File: config.mk
export PLATFORM = sky130hd
export DESIGN_NAME = hms_time_counter
export DESIGN_NICKNAME = d
export VERILOG_FILES = /design/src/rtl/hms_time_counter.sv
export SDC_FILE = /design/constraint.sdc
export NUM_CORES = 1
export LEC_CHECK = 0
export ABC_AREA = 1
export CELL_PAD_IN_SITES_DETAIL_PLACEMENT = 1
export CELL_PAD_IN_SITES_GLOBAL_PLACEMENT = 1
export CORE_ASPECT_RATIO = 1.1
export CORE_MARGIN = 2
export CORE_UTILIZATION = 32
export DETAILED_ROUTE_END_ITERATION = 8
export PLACE_DENSITY = 0.79
export SLEW_MARGIN = 25
export SYNTH_ARGS = -nofsm -noshare
export SYNTH_HDL_FRONTEND = slang
export SYNTH_SLANG_ARGS = --single-unit
export TNS_END_PERCENT = 100
File: constraint.sdc
create_clock -name Clk -period 1.5 [get_ports Clk]
set_input_delay 0.225 -clock Clk [delete_from_list [all_inputs] [get_ports Clk]]
set_output_delay 0.225 -clock Clk [all_outputs]
set_load 0.02 [all_outputs]
File: src/rtl/hms_time_counter.sv
// rtl/hms_time_counter.sv - BCD HH:MM:SS 24h counter with key-driven set mode; alarm built only when ALARM_EN is defined
module hms_time_counter #(
   parameter logic [7:0] INIT_HOUR  = 8'h00,
   parameter int         ALARM_SECS = 10
) (
   input  logic       Clk,
   input  logic       Rst,
   input  logic       Tick,
   input  logic       ModeKey,
   input  logic       IncKey,
   output logic [7:0] Hour,
   output logic [7:0] Min,
   output logic [7:0] Sec,
   output logic [2:0] SetState,
   output logic       DayCarry,
   output logic       AlarmOut
);

   localparam logic [2:0] RUN    = 3'd0;
   localparam logic [2:0] SET_H  = 3'd1;
   localparam logic [2:0] SET_M  = 3'd2;
   localparam logic [2:0] SET_AH = 3'd3;
   localparam logic [2:0] SET_AM = 3'd4;

   logic [2:0] state, state_n;
   logic [7:0] hour_r, min_r, sec_r;
   logic [7:0] hour_n, min_n, sec_n;
   logic [7:0] disp_h, disp_m, disp_s;
   logic       day_n;
   logic       tick_ok;

   // Two-digit BCD increment that wraps to 00 after 'last'
   function automatic logic [7:0] bcd_inc(input logic [7:0] v, input logic [7:0] last);
      if (v == last)
         bcd_inc = 8'h00;
      else if (v[3:0] == 4'd9)
         bcd_inc = {v[7:4] + 4'd1, 4'd0};
      else
         bcd_inc = {v[7:4], v[3:0] + 4'd1};
   endfunction

   // Tick only advances time outside the hour/minute set states
   assign tick_ok = Tick && (state != SET_H) && (state != SET_M);

   // Next time and mode: tick cascade first, then mode change or set-key increment
   always_comb begin
      state_n = state;
      hour_n  = hour_r;
      min_n   = min_r;
      sec_n   = sec_r;
      day_n   = 1'b0;
      if (tick_ok) begin
         sec_n = bcd_inc(sec_r, 8'h59);
         if (sec_r == 8'h59) begin
            min_n = bcd_inc(min_r, 8'h59);
            if (min_r == 8'h59) begin
               hour_n = bcd_inc(hour_r, 8'h23);
               day_n  = (hour_r == 8'h23);
            end
         end
      end
      if (ModeKey) begin
         case (state)
            RUN:     state_n = SET_H;
            SET_H:   state_n = SET_M;
            SET_M: begin
`ifdef ALARM_EN
               state_n = SET_AH;
`else
               state_n = RUN;
`endif
               sec_n = 8'h00;
            end
`ifdef ALARM_EN
            SET_AH:  state_n = SET_AM;
            SET_AM:  state_n = RUN;
`endif
            default: state_n = RUN;
         endcase
      end else if (IncKey) begin
         if (state == SET_H)
            hour_n = bcd_inc(hour_r, 8'h23);
         else if (state == SET_M)
            min_n = bcd_inc(min_r, 8'h59);
      end
   end

`ifdef ALARM_EN
   localparam logic [7:0] ALARM_LOAD = ALARM_SECS[7:0];

   logic [7:0] alarm_h, alarm_m, alarm_cnt;
   logic [7:0] alarm_h_n, alarm_m_n, alarm_cnt_n;
   logic       alarm_n;

   // Alarm register edits, trigger on an exact HH:MM:00 match, tick countdown, key cancel
   always_comb begin
      alarm_h_n   = alarm_h;
      alarm_m_n   = alarm_m;
      alarm_cnt_n = alarm_cnt;
      alarm_n     = AlarmOut;
      if (!ModeKey && IncKey) begin
         if (state == SET_AH)
            alarm_h_n = bcd_inc(alarm_h, 8'h23);
         else if (state == SET_AM)
            alarm_m_n = bcd_inc(alarm_m, 8'h59);
      end
      if (ModeKey || IncKey) begin
         alarm_n     = 1'b0;
         alarm_cnt_n = 8'd0;
      end else if (tick_ok && hour_n == alarm_h && min_n == alarm_m && sec_n == 8'h00) begin
         alarm_n     = 1'b1;
         alarm_cnt_n = ALARM_LOAD;
      end else if (tick_ok && AlarmOut) begin
         alarm_cnt_n = alarm_cnt - 8'd1;
         alarm_n     = (alarm_cnt != 8'd1);
      end
   end

   // Alarm state registers
   always_ff @(posedge Clk) begin
      if (Rst) begin
         alarm_h   <= 8'h00;
         alarm_m   <= 8'h00;
         alarm_cnt <= 8'd0;
         AlarmOut  <= 1'b0;
      end else begin
         alarm_h   <= alarm_h_n;
         alarm_m   <= alarm_m_n;
         alarm_cnt <= alarm_cnt_n;
         AlarmOut  <= alarm_n;
      end
   end

   // Alarm-set states show the alarm register with seconds blanked to 00
   always_comb begin
      if (state_n == SET_AH || state_n == SET_AM) begin
         disp_h = alarm_h_n;
         disp_m = alarm_m_n;
         disp_s = 8'h00;
      end else begin
         disp_h = hour_n;
         disp_m = min_n;
         disp_s = sec_n;
      end
   end
`else
   assign AlarmOut = 1'b0;

   // Without the alarm the display always shows the running time
   always_comb begin
      disp_h = hour_n;
      disp_m = min_n;
      disp_s = sec_n;
   end
`endif

   // Time, mode and registered display outputs
   always_ff @(posedge Clk) begin
      if (Rst) begin
         state    <= RUN;
         hour_r   <= INIT_HOUR;
         min_r    <= 8'h00;
         sec_r    <= 8'h00;
         Hour     <= INIT_HOUR;
         Min      <= 8'h00;
         Sec      <= 8'h00;
         SetState <= RUN;
         DayCarry <= 1'b0;
      end else begin
         state    <= state_n;
         hour_r   <= hour_n;
         min_r    <= min_n;
         sec_r    <= sec_n;
         Hour     <= disp_h;
         Min      <= disp_m;
         Sec      <= disp_s;
         SetState <= state_n;
         DayCarry <= day_n;
      end
   end

endmodule

# After elaboration in Yosys (flattened, before gate mapping)
# Index checks and enable logic that the tools add are counted.
# word_totals
register_bits	28
latchBits	0
ram_bits	0
rom_bits	0
inputBits	5
wordCells	50
mem_count	0
# classes
add_sub_neg	6
mul	0
div_mod_pow	0
n_lt_le_gt_ge	0
eq_ne	10
shifts	0
muxes	22
bitwise	3
reduce_logical	4
# op_table
op	count
8-bit 2-to-1 mux	21
4-bit by 1-bit adder with 4-bit output (second input constant)	6
8-bit by 7-bit == test with 1-bit output (second input constant)	2
4-bit == test (second input constant)	3
8-bit by 6-bit == test with 1-bit output (second input constant)	1
2-bit case mux with 2 select lines	1
4-bit OR reduction	1
3-bit by 1-bit == test with 1-bit output (second input constant)	1
3-bit by 2-bit == test with 1-bit output (second input constant)	1
3-bit zero test	1
3-bit by 1-bit != test with 1-bit output (second input constant)	1
3-bit by 2-bit != test with 1-bit output (second input constant)	1
1-bit NOT	3
1-bit logical AND	2

# Depth between registers and ports, before layout
# logic_depth
depth_word	9
depth_mapped	11
mapped_depth_nobuf	11

# Worst setup path before layout
# Ideal clock, no wire load.
# synth_path
path_kind	reg2reg
startpoint	reg sec_r[0]
endpoint	reg hour_r[4]
setup_time_ns	0.114
arrival_time_ns	1.485
t_required_ns	1.386
path_slack_ns	-0.099
path_stages_with_launch	10
path_buffers	1
cell_sequence	dfxtp_1 ha_1 nand3_2 nor2_2 nand3_2 nand2_2 buf_6 nand2_1 nand2_1 nor2_1
# synth_between
elab_chain_len	6
# synth_rtl
element	line	text
start: declaration	26	logic [7:0] hour_r, min_r, sec_r;
start signal: assignment	173	sec_r <= sec_n;
8-bit by 7-bit == test with 1-bit output (*)	54	if (sec_r == 8'h59) begin
8-bit 2-to-1 mux (*)	54	
8-bit 2-to-1 mux (*)	52	if (tick_ok) begin
8-bit 2-to-1 mux	81	if (state == SET_H)
8-bit 2-to-1 mux	80	end else if (IncKey) begin
8-bit 2-to-1 mux (*)	62	if (ModeKey) begin
end signal: assignment	171	hour_r <= hour_n;
end: declaration	26	
# Mark *: on every way between the ends. The rest lies on a longest branch, timed or not.
# A chain may end at the register's enable or synchronous reset.

# Final worst setup path
# layout_path
startpoint	reg sec_r[1]
endpoint	reg hour_r[2]
# The elaborated chain is that of the path after synthesis.

==> parameters.txt <==
Parameter                              Value

Timing
  Clk_skew    0.00327 ns
  Maximum clock frequency    691 MHz
  Final TNS setup    0 ns
  Final count of pins violating max slew    0
  Unrepaired setup endpoints after global routing    yes
  Part of the cycle the worst path needs    between 90% and 100%
  Final count of negative-setup-slack endpoints    0
  Final period demand of the worst path    1.45 ns
  Hold Vio Cnt, Final    0
  Worst setup slack after layout    about 0.053 ns

Pwr
  Maximum ir drop on the vdd rail    a little under 300 uV
  Post-layout power    1.38 mW
  Leakage Power    1.15 nW
  Reg power frac    54.6%
  Clk network pwr share    30.2%
  Logic pwr share    15.2%
  Net Sw Frac    27.0%
  Switching component of the power    372 uW
  Cell-internal power    1.00 mW
  Power per standard cell area    623 nW/um^2

Yosys
  Yosys warns    0
  Mean instance size in the synthesized netlist    6.80 um^2
  Area fraction of the dominant cell type after synthesis    33.3%
  Area leader, netlist    sky130_fd_sc_hd__dfxtp_1
  Yosys reg bits    27
  Post-synthesis instance total    239
  Register area share after synthesis    33.3%
  Cell types occupying the most area after synthesis    sky130_fd_sc_hd__dfxtp_1 33%, sky130_fd_sc_hd__nand2_1 13%, sky130_fd_sc_hd__ha_1 9.2%
  Number of distinct library cell variants in the gate-level netlist after synthesis    28
  Cell area after synthesis    approximately 1600 um^2

Setup path
  Worst R2R Path Depth    9
  Arrival time at the worst endpoint    1.62 ns
  Startpoint of the worst register-to-register path    sec_r[1]
  Reg2reg end    hour_r[2]
  Endpoint type of the worst setup path    flip-flop
  Critical Path Source Type    flip-flop
  Critical path data required time    1.67 ns
  Setup slack of the worst register-to-register path    around 0.053 ns
  Critical path fanouts, max    13
  Category of the critical setup timing path    reg -> reg

Status
  Result of the run    finished clean

Cells and area
  Proportion of layout cells with a drive suffix above 1    18.6%
  Number of nets in the finished design    between 300 and 400
  N_diodes    0
  Non-Filler Cell Area, Final    2210 um^2
  Filler instances    about 650
  Growth of design area from synthesis to finish    35.9%
  Number of non-filler instances in the completed layout    about 350

Routing
  Initial DRT Pass Iterations    4
  Antenna Nets Post-Route    0
  Initial DRC Count    15
  DRC violations left    0
  Mean number of vias per cell    around 4.7
  Total routed wirelength    4.19 mm
  Average detailed-routed wire length per instance    12.0 um
  Number of vias in the routed layout    1641

Global routing
  First-pass GRT wire length    7.07 mm
  Antenna violations before repair    0
  Grt ovf    0
  Global Route Usage Sum    15.4%
  Pin count of the biggest net entering global routing    17
  Vias in the first global route    1658

Min path
  Sink of the worst hold path    min_r[7]
  Hold-critical path depth    2
  Min-delay worst type    reg -> reg
  Hold_sp    min_r[7]

Floorplan
  Area of the core region    around 5000 um^2
  Die Y-Extent    78.7 um
  Die footprint    roughly 5700 um^2
  IO Count    34
  Effective utilization at floorplan    32.7%
  Horiz. Die Dim    71.9 um
  Standard-cell row count    27

Clocking
  # H-tree levels    1
  Clock insertion delay at the later pin of the skew report    0.27 ns
  Clock tree from TritonCTS    done
  # clock sinks    27
  Num CTS Buffers    3
  Clock root cell    sky130_fd_sc_hd__clkbuf_8
  Clock tree buffer depth    2
  Clock Pin Slew Worst Setup and Hold Paths    0.09 ns
  Hold bufs inserted after CTS    0
  Post-CTS Setup Bufs    0

Placed design
  Routability cong.    around 0.74
  PortBufs    31
  Placement Setup Slack    -0.137 ns
  Placed Instances    344
  Detailed-placement wirelength estimate    3.21 mm
  Instance area after placement    between 2000 and 2500 um^2

Flow run
  Max-cap violations    0
-- layer usage --
| metal | global-route usage (%) | vias to the layer above | wire (um) | share of wire, % |
|---|---|---|---|---|
| li1 | - | 848 | - | - |
| met1 | 18.1 | 765 | 1900 | 45 |
| met2 | 28.9 | 24 | 2130 | 51 |
| met3 | 2.28 | 4 | 126 | 3.0 |
| met4 | 3.96 | 0 | 30 | 0.72 |
| met5 | 0 | - | 0 | 0 |
-- placed cells by master (no fill, tap or decap), types with 3 or more instances in the layout --
| cell type | count |
|---|---|
| sky130_fd_sc_hd__nand2_2 | 3 |
| sky130_fd_sc_hd__o21ai_0 | 10 |
| sky130_fd_sc_hd__nand3b_1 | 3 |
| sky130_fd_sc_hd__dfxtp_1 | 19 |
| sky130_fd_sc_hd__dfxtp_2 | 8 |
| sky130_fd_sc_hd__ha_1 | 11 |
| sky130_fd_sc_hd__nand2_1 | 55 |
| sky130_fd_sc_hd__clkbuf_8 | 3 |
| sky130_fd_sc_hd__clkdlybuf4s50_1 | 5 |
| sky130_fd_sc_hd__inv_1 | 32 |
| sky130_fd_sc_hd__nor3_1 | 3 |
| sky130_fd_sc_hd__nor2_1 | 34 |
| sky130_fd_sc_hd__inv_2 | 3 |
| sky130_fd_sc_hd__dlygate4sd2_1 | 24 |
| sky130_fd_sc_hd__nand3_1 | 9 |
| sky130_fd_sc_hd__buf_4 | 20 |
| sky130_fd_sc_hd__a21oi_1 | 19 |
| sky130_fd_sc_hd__nand3_2 | 3 |
-- kinds of logic after synthesis --
logic type	after synthesis	share of synthesized area, %
other	1	0.231
AND/OR/NAND/NOR	125	35.7
adder cells (fa/ha/maj)	12	9.24
buffers and inverters	40	10.7
flip-flops	27	33.3
AO/OA/AOI/OAI	33	10.3
XOR/XNOR	1	0.539
-- cell usage after synthesis (all sizes together) --
| cell type | instances |
|---|---|
| a21oi | 20 |
| buf | 5 |
| conb | 1 |
| dfxtp | 27 |
| ha | 12 |
| inv | 35 |
| nand2 | 61 |
| nand3 | 14 |
| nand3b | 3 |
| nand4 | 2 |
| nor2 | 39 |
| nor3 | 3 |
| nor3b | 1 |
| o21a | 1 |
| o21ai | 12 |
| or2 | 2 |
| xnor2 | 1 |
-- stage by stage --
step	hold WS [ns]	util, %
floorplan	0.304	-
global placement	0.520	42.9
detailed placement	0.520	42.9
CTS	0.536	43.4
global route	0.559	44.4
finish	0.526	44.4
-- layout make-up --
cell class / instances / area, um^2 / area share (%)
Inverter: 35 / 131 / 5.95
Clock buffer: 3 / 41.3 / 1.87
Timing Repair Buffer: 51 / 435 / 19.7
Sequential cell: 27 / 551 / 24.9
Clock inverter: 1 / 5.00 / 0.227
Multi-Input combinational cell: 173 / 971 / 44.0
Tap cell: 58 / 72.6 / 3.29
-- how the worst max path moves through the flow --
stage,slack (ns),startpoint,to
after floorplan,0.03,sec_r[1],hour_r[4]
after global placement,-0.07,Tick,hour_r[1]
after detailed placement,-0.14,Tick,hour_r[2]
after CTS,0.006,sec_r[1],hour_r[2]
after global routing,-0.09,sec_r[1],hour_r[6]
final,0.05,sec_r[1],hour_r[2]
-- power by group through the flow --
stage               registers [mW]  clock network, mW  logic [mW]
floorplan                    0.788                  0       0.103
global placement             0.767                  0       0.205
detailed placement           0.767                  0       0.212
CTS                          0.751              0.436       0.203
global route                 0.754              0.470       0.230
finish                       0.751              0.416       0.209
-- worst max-delay path, stage by stage (launching register included) --
cell	delay (ns)
sky130_fd_sc_hd__dfxtp_1	0.32
sky130_fd_sc_hd__inv_1	0.05
sky130_fd_sc_hd__ha_2	0.18
sky130_fd_sc_hd__nand3_4	0.10
sky130_fd_sc_hd__nor2_4	0.20
sky130_fd_sc_hd__nand3_4	0.10
sky130_fd_sc_hd__nand2_4	0.15
sky130_fd_sc_hd__inv_1	0.07
sky130_fd_sc_hd__nor2_1	0.10
sky130_fd_sc_hd__nor2_1	0.06
-- flip-flops by register name, summed over array words and instances (netlist names) --
register / count
sec_r: 8
state: 2
min_r: 8
hour_r: 8
DayCarry: 1
-- repair_timing --
item,CTS,global route
gates resized for setup,26,14
hold endpoints to repair,0,0
pin swaps,1,2
setup endpoints to repair,34,23
Note: power is estimated with default switching activity, not from simulation.
